File: src/rtl/mips_pkg.sv
// Shared definitions for the multicycle MIPS control path.
// Holds opcode constants, the 4-bit controller state encoding and the
// alusrcb / aluop / pcsource select encodings used by the controller,
// the datapath and the ALU decoder.
package mips_pkg;

    localparam logic [5:0] OP_LB    = 6'b100000;
    localparam logic [5:0] OP_SB    = 6'b101000;
    localparam logic [5:0] OP_RTYPE = 6'b000000;
    localparam logic [5:0] OP_BEQ   = 6'b000100;
    localparam logic [5:0] OP_J     = 6'b000010;
    localparam logic [5:0] OP_ADDI  = 6'b001000;

    typedef enum logic [3:0] {
        S_FETCH1  = 4'd0,
        S_FETCH2  = 4'd1,
        S_FETCH3  = 4'd2,
        S_FETCH4  = 4'd3,
        S_DECODE  = 4'd4,
        S_MEMADR  = 4'd5,
        S_LBRD    = 4'd6,
        S_LBWR    = 4'd7,
        S_SBWR    = 4'd8,
        S_RTYPEEX = 4'd9,
        S_RTYPEWR = 4'd10,
        S_BEQEX   = 4'd11,
        S_JEX     = 4'd12,
        S_ADDIEX  = 4'd13,
        S_ADDIWR  = 4'd14,
        S_HALT    = 4'd15
    } state_t;

    // ALU B operand select
    localparam logic [1:0] SRCB_B      = 2'b00;
    localparam logic [1:0] SRCB_ONE    = 2'b01;
    localparam logic [1:0] SRCB_IMM    = 2'b10;
    localparam logic [1:0] SRCB_OFFSET = 2'b11;

    // ALU operation class handed to the ALU decoder
    localparam logic [1:0] ALUOP_ADD   = 2'b00;
    localparam logic [1:0] ALUOP_SUB   = 2'b01;
    localparam logic [1:0] ALUOP_FUNCT = 2'b10;

    // Next-PC source select
    localparam logic [1:0] PCSRC_ALU    = 2'b00;
    localparam logic [1:0] PCSRC_ALUOUT = 2'b01;
    localparam logic [1:0] PCSRC_JUMP   = 2'b10;

    function automatic logic is_known_op(input logic [5:0] op);
        return (op == OP_LB) || (op == OP_SB) || (op == OP_RTYPE) ||
               (op == OP_BEQ) || (op == OP_J) || (op == OP_ADDI);
    endfunction

endpackage

File: src/rtl/mips_ctrl_decode.sv
// Combinational map from controller state to the raw control word.
// No reset or stall gating happens here; the top applies it.
// Ports:
//   i_state        current (effective) state
//   o_memread .. o_irwrite  raw control outputs for that state
//   o_pcwrite      unconditional PC write request
//   o_pcwritecond  PC write request qualified later by the zero flag
module mips_ctrl_decode
    import mips_pkg::*;
(
    input  logic [3:0] i_state,
    output logic       o_memread,
    output logic       o_memwrite,
    output logic       o_alusrca,
    output logic [1:0] o_alusrcb,
    output logic [1:0] o_aluop,
    output logic       o_memtoreg,
    output logic       o_iord,
    output logic       o_regdst,
    output logic       o_regwrite,
    output logic       o_pcwrite,
    output logic       o_pcwritecond,
    output logic [1:0] o_pcsource,
    output logic [3:0] o_irwrite
);

    always_comb begin
        o_memread     = 1'b0;
        o_memwrite    = 1'b0;
        o_alusrca     = 1'b0;
        o_alusrcb     = SRCB_B;
        o_aluop       = ALUOP_ADD;
        o_memtoreg    = 1'b0;
        o_iord        = 1'b0;
        o_regdst      = 1'b0;
        o_regwrite    = 1'b0;
        o_pcwrite     = 1'b0;
        o_pcwritecond = 1'b0;
        o_pcsource    = PCSRC_ALU;
        o_irwrite     = 4'b0000;
        case (state_t'(i_state))
            S_FETCH1, S_FETCH2, S_FETCH3, S_FETCH4: begin
                o_memread = 1'b1;
                o_alusrcb = SRCB_ONE;
                o_pcwrite = 1'b1;
                // Fetch states are 0..3, so the low two bits pick the IR byte
                o_irwrite = 4'b0001 << i_state[1:0];
            end
            S_DECODE: begin
                o_alusrcb = SRCB_OFFSET;
            end
            S_MEMADR, S_ADDIEX: begin
                o_alusrca = 1'b1;
                o_alusrcb = SRCB_IMM;
            end
            S_LBRD: begin
                o_memread = 1'b1;
                o_iord    = 1'b1;
            end
            S_LBWR: begin
                o_regwrite = 1'b1;
                o_memtoreg = 1'b1;
            end
            S_SBWR: begin
                o_memwrite = 1'b1;
                o_iord     = 1'b1;
            end
            S_RTYPEEX: begin
                o_alusrca = 1'b1;
                o_aluop   = ALUOP_FUNCT;
            end
            S_RTYPEWR: begin
                o_regwrite = 1'b1;
                o_regdst   = 1'b1;
            end
            S_BEQEX: begin
                o_alusrca     = 1'b1;
                o_aluop       = ALUOP_SUB;
                o_pcsource    = PCSRC_ALUOUT;
                o_pcwritecond = 1'b1;
            end
            S_JEX: begin
                o_pcwrite  = 1'b1;
                o_pcsource = PCSRC_JUMP;
            end
            S_ADDIWR: begin
                o_regwrite = 1'b1;
            end
            default: begin
                // HALT: everything stays at its default of 0
            end
        endcase
    end

endmodule

File: src/rtl/mips_controller.sv
// Multicycle control FSM for the 8-bit MIPS core. Fetches a 32-bit
// instruction as four bytes, decodes it, and executes it in 1-3 states.
// Ports:
//   clk, reset (sync, active-low), op (IR opcode), zero (ALU flag),
//   stall (hold state, suppress writes);
//   outputs: memory strobes, datapath selects, write enables, pcen,
//   one-hot irwrite, illegal pulse and the debug state.
// Handshake: none; stall is a level that freezes the FSM for as long as
// it is high, and every write-type output is suppressed during that time.
module mips_controller
    import mips_pkg::*;
#(
    parameter int ILLEGAL_TRAP = 0
) (
    input  logic       clk,
    input  logic       reset,
    input  logic [5:0] op,
    input  logic       zero,
    input  logic       stall,
    output logic       memread,
    output logic       memwrite,
    output logic       alusrca,
    output logic [1:0] alusrcb,
    output logic [1:0] aluop,
    output logic       memtoreg,
    output logic       iord,
    output logic       regdst,
    output logic       regwrite,
    output logic       pcen,
    output logic [1:0] pcsource,
    output logic [3:0] irwrite,
    output logic       illegal,
    output logic [3:0] state
);

    state_t     r_state;
    state_t     w_next_state;
    logic [3:0] w_dec_state;
    logic       w_wr_ok;
    logic       w_memread;
    logic       w_memwrite;
    logic       w_regwrite;
    logic       w_pcwrite;
    logic       w_pcwritecond;
    logic [3:0] w_irwrite;

    always_ff @(posedge clk) begin
        if (!reset) begin
            r_state <= S_FETCH1;
        end else if (!stall) begin
            r_state <= w_next_state;
        end
    end

    always_comb begin
        w_next_state = r_state;
        case (r_state)
            S_FETCH1:  w_next_state = S_FETCH2;
            S_FETCH2:  w_next_state = S_FETCH3;
            S_FETCH3:  w_next_state = S_FETCH4;
            S_FETCH4:  w_next_state = S_DECODE;
            S_DECODE: begin
                case (op)
                    OP_LB, OP_SB: w_next_state = S_MEMADR;
                    OP_RTYPE:     w_next_state = S_RTYPEEX;
                    OP_BEQ:       w_next_state = S_BEQEX;
                    OP_J:         w_next_state = S_JEX;
                    OP_ADDI:      w_next_state = S_ADDIEX;
                    default:      w_next_state = (ILLEGAL_TRAP != 0) ? S_HALT : S_FETCH1;
                endcase
            end
            S_MEMADR:  w_next_state = (op == OP_SB) ? S_SBWR : S_LBRD;
            S_LBRD:    w_next_state = S_LBWR;
            S_RTYPEEX: w_next_state = S_RTYPEWR;
            S_ADDIEX:  w_next_state = S_ADDIWR;
            S_LBWR, S_SBWR, S_RTYPEWR, S_BEQEX, S_JEX, S_ADDIWR:
                       w_next_state = S_FETCH1;
            default:   w_next_state = r_state;  // HALT holds until reset
        endcase
    end

    // While reset is held the selects show FETCH1 values regardless of r_state
    assign w_dec_state = reset ? r_state : S_FETCH1;

    mips_ctrl_decode u_decode (
        .i_state       (w_dec_state),
        .o_memread     (w_memread),
        .o_memwrite    (w_memwrite),
        .o_alusrca     (alusrca),
        .o_alusrcb     (alusrcb),
        .o_aluop       (aluop),
        .o_memtoreg    (memtoreg),
        .o_iord        (iord),
        .o_regdst      (regdst),
        .o_regwrite    (w_regwrite),
        .o_pcwrite     (w_pcwrite),
        .o_pcwritecond (w_pcwritecond),
        .o_pcsource    (pcsource),
        .o_irwrite     (w_irwrite)
    );

    // Writes are allowed only out of reset and when not stalled;
    // memread is a read strobe and stays up through a stall.
    assign w_wr_ok  = reset & ~stall;
    assign memread  = w_memread & reset;
    assign memwrite = w_memwrite & w_wr_ok;
    assign regwrite = w_regwrite & w_wr_ok;
    assign pcen     = (w_pcwrite | (w_pcwritecond & zero)) & w_wr_ok;
    assign irwrite  = w_irwrite & {4{w_wr_ok}};
    assign illegal  = (r_state == S_DECODE) & ~is_known_op(op) & w_wr_ok;
    assign state    = r_state;

endmodule
File: config.mk
export PLATFORM = sky130hd
export DESIGN_NAME = mips_controller
export DESIGN_NICKNAME = d
export VERILOG_FILES = /design/src/rtl/mips_pkg.sv /design/src/rtl/mips_ctrl_decode.sv /design/src/rtl/mips_controller.sv
export SDC_FILE = /design/constraint.sdc
export NUM_CORES = 1
export LEC_CHECK = 0
export ABC_AREA = 1
export BUFFER_PORTS_ARGS = -buffer_cell sky130_fd_sc_hd__buf_2
export CAP_MARGIN = 30
export CORE_UTILIZATION = 49
export CTS_CLUSTER_DIAMETER = 40
export DETAILED_ROUTE_END_ITERATION = 8
export GPL_TIMING_DRIVEN = 0
export PLACE_DENSITY = 0.84
export SLEW_MARGIN = 10
export SYNTH_ARGS = -nofsm -noshare
export SYNTH_HDL_FRONTEND = slang
export SYNTH_HIERARCHICAL = 1
export SYNTH_SLANG_ARGS = --single-unit
export TNS_END_PERCENT = 5
File: constraint.sdc
create_clock -name clk -period 2.2 [get_ports clk]
set_input_delay 0.11 -clock clk [delete_from_list [all_inputs] [get_ports clk]]
set_output_delay 0.11 -clock clk [all_outputs]
set_load 0.01 [all_outputs]
# After elaboration in Yosys (flattened, before gate mapping)
# Index checks and enable logic that the tools add are counted.
word_totals:
  regBits: 4
  output_inout_bits: 23
  wordCells: 83
op_classes:
  eq_ne: 33
  shifts: 1
  n_reduce_logical: 19
  n_bitwise: 12
  mux: 17
op_table:
  columns: ["op", "n"]
  rows:
  - ["4-bit == test (second input constant)", 14]
  - ["4-bit case mux with 10 select lines", 1]
  - ["4-bit by 3-bit == test with 1-bit output (second input constant)", 8]
  - ["4-bit case mux with 5 select lines", 1]
  - ["4-bit by 2-bit == test with 1-bit output (second input constant)", 4]
  - ["6-bit == test (second input constant)", 2]
  - ["4-bit 2-to-1 mux", 3]
  - ["10-bit nonzero test", 1]
  - ["5-bit OR reduction", 2]
  - ["1-bit 2-to-1 mux", 9]
  - ["1-bit AND", 8]
  - ["4-bit by 1-bit == test with 1-bit output (second input constant)", 2]
  - ["4-bit zero test", 2]
  - ["2-bit case mux with 2 select lines", 2]
  - ["4-bit OR reduction", 2]
  - ["6-bit by 2-bit == test with 1-bit output (second input constant)", 1]
  - ["6-bit by 3-bit == test with 1-bit output (second input constant)", 1]
  - ["6-bit by 4-bit == test with 1-bit output (second input constant)", 1]
  - ["6-bit zero test", 1]
  - ["2-bit case mux with 3 select lines", 1]
  - ["2-bit OR reduction", 3]
  - ["6-bit OR reduction", 1]
  - ["1-bit logical OR", 5]
  - ["4-bit AND", 1]
  - ["other kinds (5)", 6]

# Depth between registers and ports, before layout
# Gate-level depths: netlist of run 1.
depth:
  ltp_word: 9
  ltp_mapped: 9
  depth_no_buf: 9

# Hierarchy
# Netlist of run 1, hierarchy kept.
by_module_without_submodules:
  columns: ["module", "area_each_um2", "cells_each", "instances"]
  rows:
  - ["mips_controller", 510.5, 102, 1]
  - ["mips_ctrl_decode", 180.2, 46, 1]

# Least setup slack after synthesis of run 1
# No wires, ideal clock.
synth_timing:
  path_kind: "reg-to-output"
  from: "register r_state[3] (netlist: state[3])"
  to: "output pcen"
  n_path_buf: 0
  arrival_time_ns: 1.210
  path_stages_with_launch: 9
  slack_ns: 0.880
  path_cell_list: "dfxtp_1 -> nand2_1 -> inv_1 -> inv_1 -> nor2_1 -> nand2_1 -> inv_1 -> a21oi_1 -> nor2_1"
synth_between:
  elab_chain_cells: 6
synth_rtl:
  columns: ["item", "line", "source"]
  rows:
  - ["start: declaration", "mips_controller.sv:36", "state_t r_state;"]
  - ["start signal: assignment", "mips_controller.sv:51", "r_state <= w_next_state;"]
  - ["4-bit 2-to-1 mux", "mips_controller.sv:83", "assign w_dec_state = reset ? r_state : S_FETCH1;"]
  - ["net w_dec_state[3]", "mips_controller.sv:38", "logic [3:0] w_dec_state;"]
  - ["4-bit == test", "mips_ctrl_decode.sv:41", "case (state_t'(i_state))"]
  - ["1-bit 2-to-1 mux", "mips_ctrl_decode.sv:41", null]
  - ["net w_pcwritecond", "mips_controller.sv:44", "logic w_pcwritecond;"]
  - ["1-bit AND", "mips_controller.sv:108", "assign pcen = (w_pcwrite | (w_pcwritecond & zero)) & w_wr_ok;"]
  - ["1-bit OR", "mips_controller.sv:108", null]
  - ["1-bit AND", "mips_controller.sv:108", null]
  - ["end: declaration", "mips_controller.sv:29", "output logic pcen,"]
# The timed path passes the listed nets, and every way through them passes these cells.

# Final worst setup path of run 1
# Same ends and word-level chain as after synthesis.

==> results of run 1 <==
cell type report:
type	count	area [um^2]
timing repair buffer	32	160
fill	143	409
sequential	4	80.1
inverter	39	146
clock buffer	3	22.5
multi-input combinational	103	449
tap	15	18.8
buffer	2	15.0
kinds of logic (layout without fill, tap and decap cells):
logic type	Yosys count	after routing	share of synthesized area, %
compound gates	5	5	4.17
simple gates	98	98	60.9
buf+inv	41	76	23.4
flops	4	4	11.6
per-stage QoR:
step | instance area (um^2) | std cells | worst slack (ns) | power, mW
6_report | 892 | 198 | 0.484 | 0.245
4_1_cts | 892 | 198 | 0.483 | 0.248
5_1_grt | 892 | 198 | 0.286 | 0.260
3_3_place_gp | 870 | 195 | 0.768 | 0.154
3_5_place_dp | 870 | 195 | 0.743 | 0.156
2_1_floorplan | 691 | 148 | 0.880 | 0.130
power by group through the flow:
stage	combinational [mW]	clock [mW]	sequential [mW]
after floorplan	0.0468	0	0.0829
after global placement	0.0716	0	0.0824
after detailed placement	0.0736	0	0.0827
after CTS	0.0744	0.0923	0.0816
after global routing	0.0857	0.0921	0.0824
final	0.0745	0.0890	0.0816
worst max-delay path by stage:
stage | start | to | slack (ns) | depth (start not counted)
finish | state[3] | pcen | 0.48 | 9
global route | state[3] | pcen | 0.29 | 9
CTS | state[3] | pcen | 0.48 | 9
detailed placement | state[3] | pcen | 0.74 | 9
global placement | state[3] | pcen | 0.77 | 9
floorplan | state[3] | pcen | 0.88 | 8
cells in the mapped netlist, drive strengths merged:
cell   number
nand3      14
a21oi       3
nor2       37
buf         2
inv        39
dfxtp       4
nand4       2
nand2      45
o21ai       2
worst reg2reg max path, cell delays in order (launching register included):
cell and delay, ns:
dfxtp_1 0.44, inv_2 0.08, nand2_2 0.10, nor2_1 0.06, nand2_1 0.08, inv_1 0.05, nor2_2 0.06, nand2_1 0.06
nand2_1 0.06, nand2_1 0.05
metal layers:
metal  track usage, %  up-vias  part of all wire [%]
met1             33.3      388                    49
met4             7.76        0                     0
li1                 -      502                     -
met5                0        -                     0
met2             43.4       29                    47
met3                0        0                   3.5
==> flow_metrics.py, run 1 <==
metrics = {
    "synth": {
        "synth_warnings": 6,
        "synth_top_area_cell": "nand2_1",
        "synth_area_leaders": "nand2_1 23%, inv_1 18%, nor2_1 17%",
        "syn_avg_cell_area_um2": 4.67,
        "yosys.area.top_type_share_pct": 23.4,
        "syn_inst": 148,
        "synth_area_um2": 691,
        "synth-seq-cells": 4,
        "yosysSeqAreaShare_pct": 11.6,
        "syn-num-nets": 158,
        "netlist-cell-type-count": 15,
    },
    "route": {
        "via_per_inst": 4.64,
        "drtIter0Drc": 21,
        "wl_per_cell_um": 8.89,
        "drt_wl_total_um": 1760,
        "vias": 919,
        "ant_nets": 0,
        "firstDrtPassIters": 4,
        "drc": 0,
    },
    "clocking": {
        "cts_tree": "built",
        "cts_setup_buffers": 0,
        "hold_buffers": 0,
        "clock-sinks": 4,
        "clk_latency_ns": 0.23,
        "clkTransAtPathRegs_ns": 0.04,
        "clk_path_buf_depth": 2,
        "cts_buffers": 3,
        "ctsResizeCount": 0,
        "htree_levels": 1,
        "root_buffer": "clkbuf_4",
    },
    "sta": {
        "finalSetupTns_ns": 0,
        "fmax_ghz": 0.583,
        "finalSetupViolations": 0,
        "rsz0062_at_grt": "false",
        "skew_ns": 0.0000800,
        "hold_ws_ns": 0.179,
        "worst_slew_pin_slew_ns": 0.286,
        "slew_headroom_pct": 80.8,
        "fin_crit_sh_pct": 78.0,
        "fin_crit_ns": 1.72,
        "report.final.hold_viol_count": 0,
        "slew_viol_final": 0,
    },
    "floorplan": {
        "fp.dieArea_um2": 1560,
        "start_util_pct": 53.1,
        "pin_count": 33,
        "coreArea_um2": 1300,
        "die_w_um": 39.5,
        "fp.dieH_um": 39.5,
        "fp-row-count": 13,
    },
    "placed_design": {
        "hpwl_um": 1430,
        "port_buffers": 32,
        "place_congestion": 0.757,
    },
    "setup_path": {
        "slowest_delay_ns": 0.44,
        "r2r.worst_path.cells": 9,
        "worstPathCellList": "nand2_1 -> inv_1 -> inv_1 -> nor2_1 -> nand2_1 -> inv_1 -> a21oi_1 -> nor2_1 -> buf_2",
        "rrSetupSlack_ns": 1.06,
        "worst_path_most_repeated_cell": "inv_1",
        "critPathKind": "reg -> out",
        "critPathCaptureType": "output pin",
        "cp_max_fo": 7,
        "crit_path_start_kind": "flip-flop",
        "cp_top_family": "buffers and inverters",
        "cp_data_arrival_time_ns": 1.61,
        "worstReg2RegStart": "state[3]",
        "worstReg2RegEnd": "state[2]",
        "crit_buf_inv": 4,
        "critPathRequiredTime_ns": 2.09,
        "slowest_stage": "dfxtp_1",
    },
    "grt": {
        "grt_pass1_vias": 710,
        "grt_max_degree": 9,
        "antenna_found_initial": 0,
        "track_usage_pct": 25.1,
        "grt-ovfl-total": 0,
        "grt_pass1_wl_um": 2770,
    },
    "finish": {
        "drive_above_1_share_pct": 28.4,
        "layout_commonest_cell": "nand2_1",
        "area_growth_pct": 29.2,
        "utilization_pct": 68.6,
        "diodes": 0,
        "fin_nets": 195,
        "largest_reg_flops": 4,
        "layout_common_cells": "43 x nand2_1, 34 x inv_1, 32 x buf_2",
    },
    "power": {
        "power.share.combinational_pct": 30.4,
        "power.leakage_nw": 0.640,
        "p_sw_mw": 0.0814,
        "p_int_mw": 0.164,
        "power_switching_share_pct": 33.2,
        "seq_power_share_pct": 33.3,
        "power.density_nw_per_um2": 275,
        "vdd_drop_max_v": 0.0000993,
        "power_frac_clock_pct": 36.3,
    },
    "worst_hold_path": {
        "hold_start": "stall",
        "min_path_cells": 3,
        "min_path_type": "in -> reg",
        "hold_end": "state[1]",
    },
    "run": {
        "maxCapViolCount": 0,
    },
    "status": {
        "outcome": "finished clean",
    },
}
Note: power is estimated with default switching activity, not from simulation.
==> run 2, diff against run 1 <==
--- a/config.mk
+++ b/config.mk
@@ -8,11 +8,11 @@
 export ABC_AREA = 1
 export BUFFER_PORTS_ARGS = -buffer_cell sky130_fd_sc_hd__buf_2
 export CAP_MARGIN = 30
-export CORE_UTILIZATION = 49
+export CORE_UTILIZATION = 41
 export CTS_CLUSTER_DIAMETER = 40
 export DETAILED_ROUTE_END_ITERATION = 8
 export GPL_TIMING_DRIVEN = 0
-export PLACE_DENSITY = 0.84
+export PLACE_DENSITY = 0.75
 export SLEW_MARGIN = 10
 export SYNTH_ARGS = -nofsm -noshare
 export SYNTH_HDL_FRONTEND = slang
==> constraint.sdc (replaced) <==
create_clock -name clk -period 1.4 [get_ports clk]
set_input_delay 0.07 -clock clk [delete_from_list [all_inputs] [get_ports clk]]
set_output_delay 0.07 -clock clk [all_outputs]
set_load 0.01 [all_outputs]
==> flow_metrics.py, run 2 (synthesized netlist as in run 1, its figures left out) <==
metrics = {
    "status": {
        "outcome": "complete, but fails checks",
        "violations": "negative setup slack",
    },
    "sta": {
        "skew_ns": 0.00712,
        "slew_headroom_pct": 84.2,
        "slew_viol_final": 0,
        "report.final.hold_viol_count": 0,
        "rsz0062_at_grt": "true",
        "finalSetupViolations": 1,
        "worst_slew_pin_slew_ns": 0.236,
        "fmax_ghz": 0.714,
        "fin_crit_ns": 1.40,
        "fin_crit_sh_pct": 100,
        "layout_setup_ws_ns": -0.000864,
        "hold_ws_ns": 0.149,
    },
    "finish": {
        "fin_area_um2": 1090,
        "largest_reg_flops": 4,
        "layout_commonest_cell": "nand2_1",
        "drive_above_1_share_pct": 49.0,
        "fin_nets": 206,
        "instances_no_fill": 210,
        "utilization_pct": 70.9,
        "multi_input_area_um2": 533,
        "seq_area_um2": 95.1,
        "num-fill-cells": 142,
        "layout_common_cells": "34 x nand2_1, 32 x buf_2, 24 x nor2_1",
        "area_growth_pct": 58.3,
        "diodes": 0,
    },
    "clocking": {
        "clk_path_buf_depth": 2,
        "hold_buffers": 0,
        "clkTransAtPathRegs_ns": 0.04,
        "clock-sinks": 4,
        "cts_tree": "built",
        "clk_latency_ns": 0.24,
        "htree_levels": 1,
        "cts_buffers": 3,
        "root_buffer": "clkbuf_4",
    },
    "setup_path": {
        "cp_max_fo": 4,
        "r2r.worst_path.cells": 9,
        "critPathKind": "reg -> out",
        "worstPathCellList": "nand2_2 -> inv_2 -> buf_6 -> nand2_1 -> inv_1 -> nand2_1 -> nand2_1 -> a21oi_2 -> nor2_1 -> buf_2",
        "worstReg2RegEnd": "state[1]",
        "worstReg2RegStart": "state[0]",
        "cp_top_family": "flip-flops",
        "crit_buf_inv": 4,
        "worst_path_most_repeated_cell": "nand2_1",
        "slowest_delay_ns": 0.34,
        "slowest_stage": "dfxtp_4",
        "cp_data_arrival_time_ns": 1.33,
        "critPathRequiredTime_ns": 1.33,
        "critPathCaptureType": "output pin",
        "crit_path_start_kind": "flip-flop",
        "rrSetupSlack_ns": 0.10,
    },
    "grt": {
        "grt_max_degree": 9,
        "antenna_found_initial": 0,
        "grt_pass1_wl_um": 3440,
        "track_usage_pct": 24.0,
        "grt_pass1_vias": 894,
        "grt-ovfl-total": 0,
    },
    "power": {
        "power.density_nw_per_um2": 389,
        "vdd_drop_max_v": 0.000234,
        "power.leakage_nw": 0.705,
    },
    "route": {
        "drt_wl_total_um": 2270,
        "firstDrtPassIters": 4,
        "vias": 1028,
        "ant_nets": 0,
        "drtIter0Drc": 35,
        "drc": 0,
        "wl_per_cell_um": 10.8,
        "via_per_inst": 4.90,
    },
    "floorplan": {
        "start_util_pct": 44.8,
        "fp.dieArea_um2": 1850,
        "die_w_um": 43.0,
        "coreArea_um2": 1540,
        "pin_count": 33,
        "fp.dieH_um": 43.0,
        "fp-row-count": 14,
    },
    "run": {
        "maxCapViolCount": 0,
    },
    "placed_design": {
        "hpwl_um": 1370,
        "dp_slack_ns": -0.0258,
        "place_congestion": 0.828,
        "place_area_um2": 871,
        "dp.cells": 196,
        "port_buffers": 32,
    },
    "worst_hold_path": {
        "min_path_type": "in -> reg",
        "hold_end": "state[1]",
        "hold_start": "stall",
        "min_path_cells": 3,
    },
}
## run 2: cell count changes in the layout (fill, tap and decap cells not counted), moves of 2 or more
cell	change
dfxtp_1	-4
nor2_4	+5
buf_4	+10
nor2_2	+2
nor2_1	-7
nand2_4	+3
inv_2	+6
nand2_2	+6
inv_4	+4
inv_1	-11
nand2_1	-9
dfxtp_4	+4
## run 2: where the power goes
part,internal (mW),switching (mW)
combinational,0.0593,0.0991
clock,0.0962,0.0516
sequential,0.115,0.00460
## run 2: worst max-delay path by stage
| stage | from | to | slack [ns] | cells past startpoint |
|---|---|---|---|---|
| floorplan | state[3] | pcen | 0.12 | 8 |
| global placement | state[3] | pcen | 0.01 | 9 |
| detailed placement | state[3] | pcen | -0.03 | 9 |
| CTS | state[1] | irwrite[2] | -0.01 | 9 |
| global route | state[3] | pcen | -0.11 | 10 |
| finish | state[3] | pcen | -0.0009 | 10 |
## run 2: timing repair
action                                  in CTS  in global routing
pin swaps                                    6                  9
endpoints found under the setup margin      19                 15
setup buffers                                9                  2
resized for setup                           25                 26
## run 2: metal layers
layer / global-route usage, % / part of all wire, %
met4: 10.9 / 3.9
met1: 27.1 / 40
met2: 43.9 / 51
met5: 0 / 0
met3: 2.98 / 5.1
## run 2: through the flow
stage          setup TNS (ns)  power, mW
6_report            -0.000864      0.426
5_1_grt                -0.603      0.459
4_1_cts               -0.0286      0.405
3_5_place_dp          -0.0258      0.246
3_3_place_gp                0      0.243
2_1_floorplan               0      0.204
## run 2: area by class of cell
type                    instances  share of cell area (%)
clock buffers                   3                    2.06
inverters                      39                    14.8
repair buffers                 43                    22.5
well taps                      16                    1.83
plain buffers                   2                    1.37
flip-flops and latches          4                    8.70
multi-input cells             103                    48.7
## run 2: worst min-delay path, cell delays in order
cell and delay, ns:
buf_2 0.10, nor2_2 0.05, o21ai_1 0.12
==> run 3, diff against run 2 <==
--- a/config.mk
+++ b/config.mk
@@ -8,11 +8,11 @@
 export ABC_AREA = 1
 export BUFFER_PORTS_ARGS = -buffer_cell sky130_fd_sc_hd__buf_2
 export CAP_MARGIN = 30
-export CORE_UTILIZATION = 41
+export CORE_UTILIZATION = 45
 export CTS_CLUSTER_DIAMETER = 40
 export DETAILED_ROUTE_END_ITERATION = 8
 export GPL_TIMING_DRIVEN = 0
-export PLACE_DENSITY = 0.75
+export PLACE_DENSITY = 0.78
 export SLEW_MARGIN = 10
 export SYNTH_ARGS = -nofsm -noshare
 export SYNTH_HDL_FRONTEND = slang
==> constraint.sdc (replaced) <==
create_clock -name clk -period 1.35 [get_ports clk]
set_input_delay 0.0675 -clock clk [delete_from_list [all_inputs] [get_ports clk]]
set_output_delay 0.0675 -clock clk [all_outputs]
set_load 0.01 [all_outputs]
==> flow_metrics.py, run 3 (synthesized netlist as in run 1, its figures left out) <==
metrics = {
    "clocking": {
        "cts_tree": "built",
        "clock-sinks": 4,
        "htree_levels": 1,
        "clkTransAtPathRegs_ns": 0.04,
        "clk_path_buf_depth": 2,
        "cts_buffers": 3,
        "clk_latency_ns": 0.24,
        "root_buffer": "clkbuf_4",
    },
    "sta": {
        "fin_crit_sh_pct": 109,
        "fin_crit_ns": 1.47,
        "slew_headroom_pct": 81.6,
        "report.final.hold_viol_count": 0,
        "slew_viol_final": 0,
        "rsz0062_at_grt": "true",
        "layout_setup_ws_ns": -0.120,
        "finalSetupViolations": 6,
        "fmax_ghz": 0.680,
        "skew_ns": 0.00629,
        "worst_slew_pin_slew_ns": 0.274,
    },
    "route": {
        "firstDrtPassIters": 4,
        "wl_per_cell_um": 12.6,
        "via_per_inst": 5.27,
        "drt_wl_total_um": 2700,
        "vias": 1127,
        "drc": 0,
        "drtIter0Drc": 42,
        "ant_nets": 0,
    },
    "finish": {
        "utilization_pct": 84.7,
        "area_growth_pct": 67.6,
        "largest_reg_flops": 4,
        "diodes": 0,
        "drive_above_1_share_pct": 50.3,
        "layout_commonest_cell": "nand2_1",
        "fin_area_um2": 1160,
        "fin_nets": 211,
        "layout_common_cells": "36 x nand2_1, 29 x buf_2, 24 x nor2_1",
    },
    "placed_design": {
        "port_buffers": 32,
        "dp_slack_ns": -0.0884,
        "place_congestion": 0.756,
        "hpwl_um": 1350,
        "place_area_um2": 870,
    },
    "grt": {
        "gr-usage-met3_pct": 2.72,
        "grt_pass1_wl_um": 3170,
        "busiest_layer": "met2",
        "grtUsageMet2_pct": 48.0,
        "antenna_found_initial": 0,
        "grt_use_met1_pct": 31.6,
        "grt-ovfl-total": 0,
        "grt_max_degree": 9,
        "grt_pass1_vias": 809,
        "track_usage_pct": 28.4,
    },
    "power": {
        "p_sw_mw": 0.173,
        "vdd_drop_max_v": 0.000300,
        "power.share.combinational_pct": 39.4,
        "power_switching_share_pct": 37.6,
        "power_mw": 0.460,
        "seq_power_share_pct": 27.0,
        "power.density_nw_per_um2": 398,
        "p_int_mw": 0.287,
        "power.leakage_nw": 0.737,
        "power_frac_clock_pct": 33.7,
    },
    "floorplan": {
        "fp-row-count": 13,
        "fp.dieArea_um2": 1700,
        "die_w_um": 41.2,
        "start_util_pct": 50.5,
        "pin_count": 33,
        "fp.dieH_um": 41.2,
        "coreArea_um2": 1370,
    },
    "run": {
        "maxCapViolCount": 0,
    },
    "worst_hold_path": {
        "min_path_type": "in -> reg",
    },
    "setup_path": {
        "critPathCaptureType": "output pin",
        "slowest_stage": "dfxtp_4",
        "slowest_delay_ns": 0.35,
        "rrSetupSlack_ns": 0,
        "critPathRequiredTime_ns": 1.28,
        "crit_path_start_kind": "flip-flop",
        "cp_max_fo": 3,
        "worstPathCellList": "nand2_4 -> inv_4 -> buf_6 -> nand2_1 -> inv_1 -> nand2_1 -> nand2_1 -> a21oi_2 -> nor2_1 -> buf_2",
        "worst_path_most_repeated_cell": "nand2_1",
        "critPathKind": "reg -> out",
        "cp_data_arrival_time_ns": 1.40,
    },
    "status": {
        "violations": "negative setup slack",
        "outcome": "complete, but fails checks",
    },
}
run 3: changes by cell type in the layout (fill, tap and decap cells not counted), sizes merged:
cell and delta:
buf +5
run 3: cell type report:
| cell class | count | area (um^2) |
|---|---|---|
| Buffer | 2 | 15.0 |
| Inverter | 39 | 166 |
| Tap cell | 15 | 18.8 |
| Multi-Input combinational cell | 103 | 537 |
| Sequential cell | 4 | 95.1 |
| Timing Repair Buffer | 48 | 303 |
| Fill cell | 84 | 209 |
| Clock buffer | 3 | 22.5 |
run 3: routing by layer:
layer,routed length [um],up-vias
met5,0,-
met4,158,0
met3,180,20
met2,1300,75
met1,1060,500
li1,-,532
run 3: worst max-delay path, delay by kind of cell, from the launching register on:
family	cells	cell delay, ns
AND/OR/NAND/NOR	5	0.35
flip-flops	1	0.35
buffers and inverters	4	0.34
AO/OA/AOI/OAI	1	0.13
run 3: final timing paths:
check	start	cells past startpoint	end
max reg2reg	state[2]	9	state[1]
max	state[2]	10	pcen
min	stall	3	state[1]
min reg2reg	state[1]	2	state[1]
run 3: what timing repair did:
action                                  in CTS  in global routing
pin swaps                                   11                  8
resized for setup                           42                 17
hold buffers                                 0                  0
endpoints found under the setup margin      19                 16
buffers inserted                            14                  2
run 3: power by group through the flow:
| stage | clock network (mW) | registers, mW | logic [mW] |
|---|---|---|---|
| floorplan | 0 | 0.135 | 0.0763 |
| global placement | 0 | 0.134 | 0.117 |
| detailed placement | 0 | 0.134 | 0.120 |
| CTS | 0.157 | 0.124 | 0.161 |
| global route | 0.158 | 0.125 | 0.197 |
| finish | 0.155 | 0.124 | 0.181 |
run 3: through the flow:
step                      setup TNS (ns)  std cells  hold slack (ns)
after floorplan                        0        148            0.224
after global placement           -0.0869        195            0.365
after detailed placement          -0.159        195            0.381
after CTS                        -0.0252        212            0.129
final                             -0.250        214            0.161
after global routing               -1.07        214            0.163
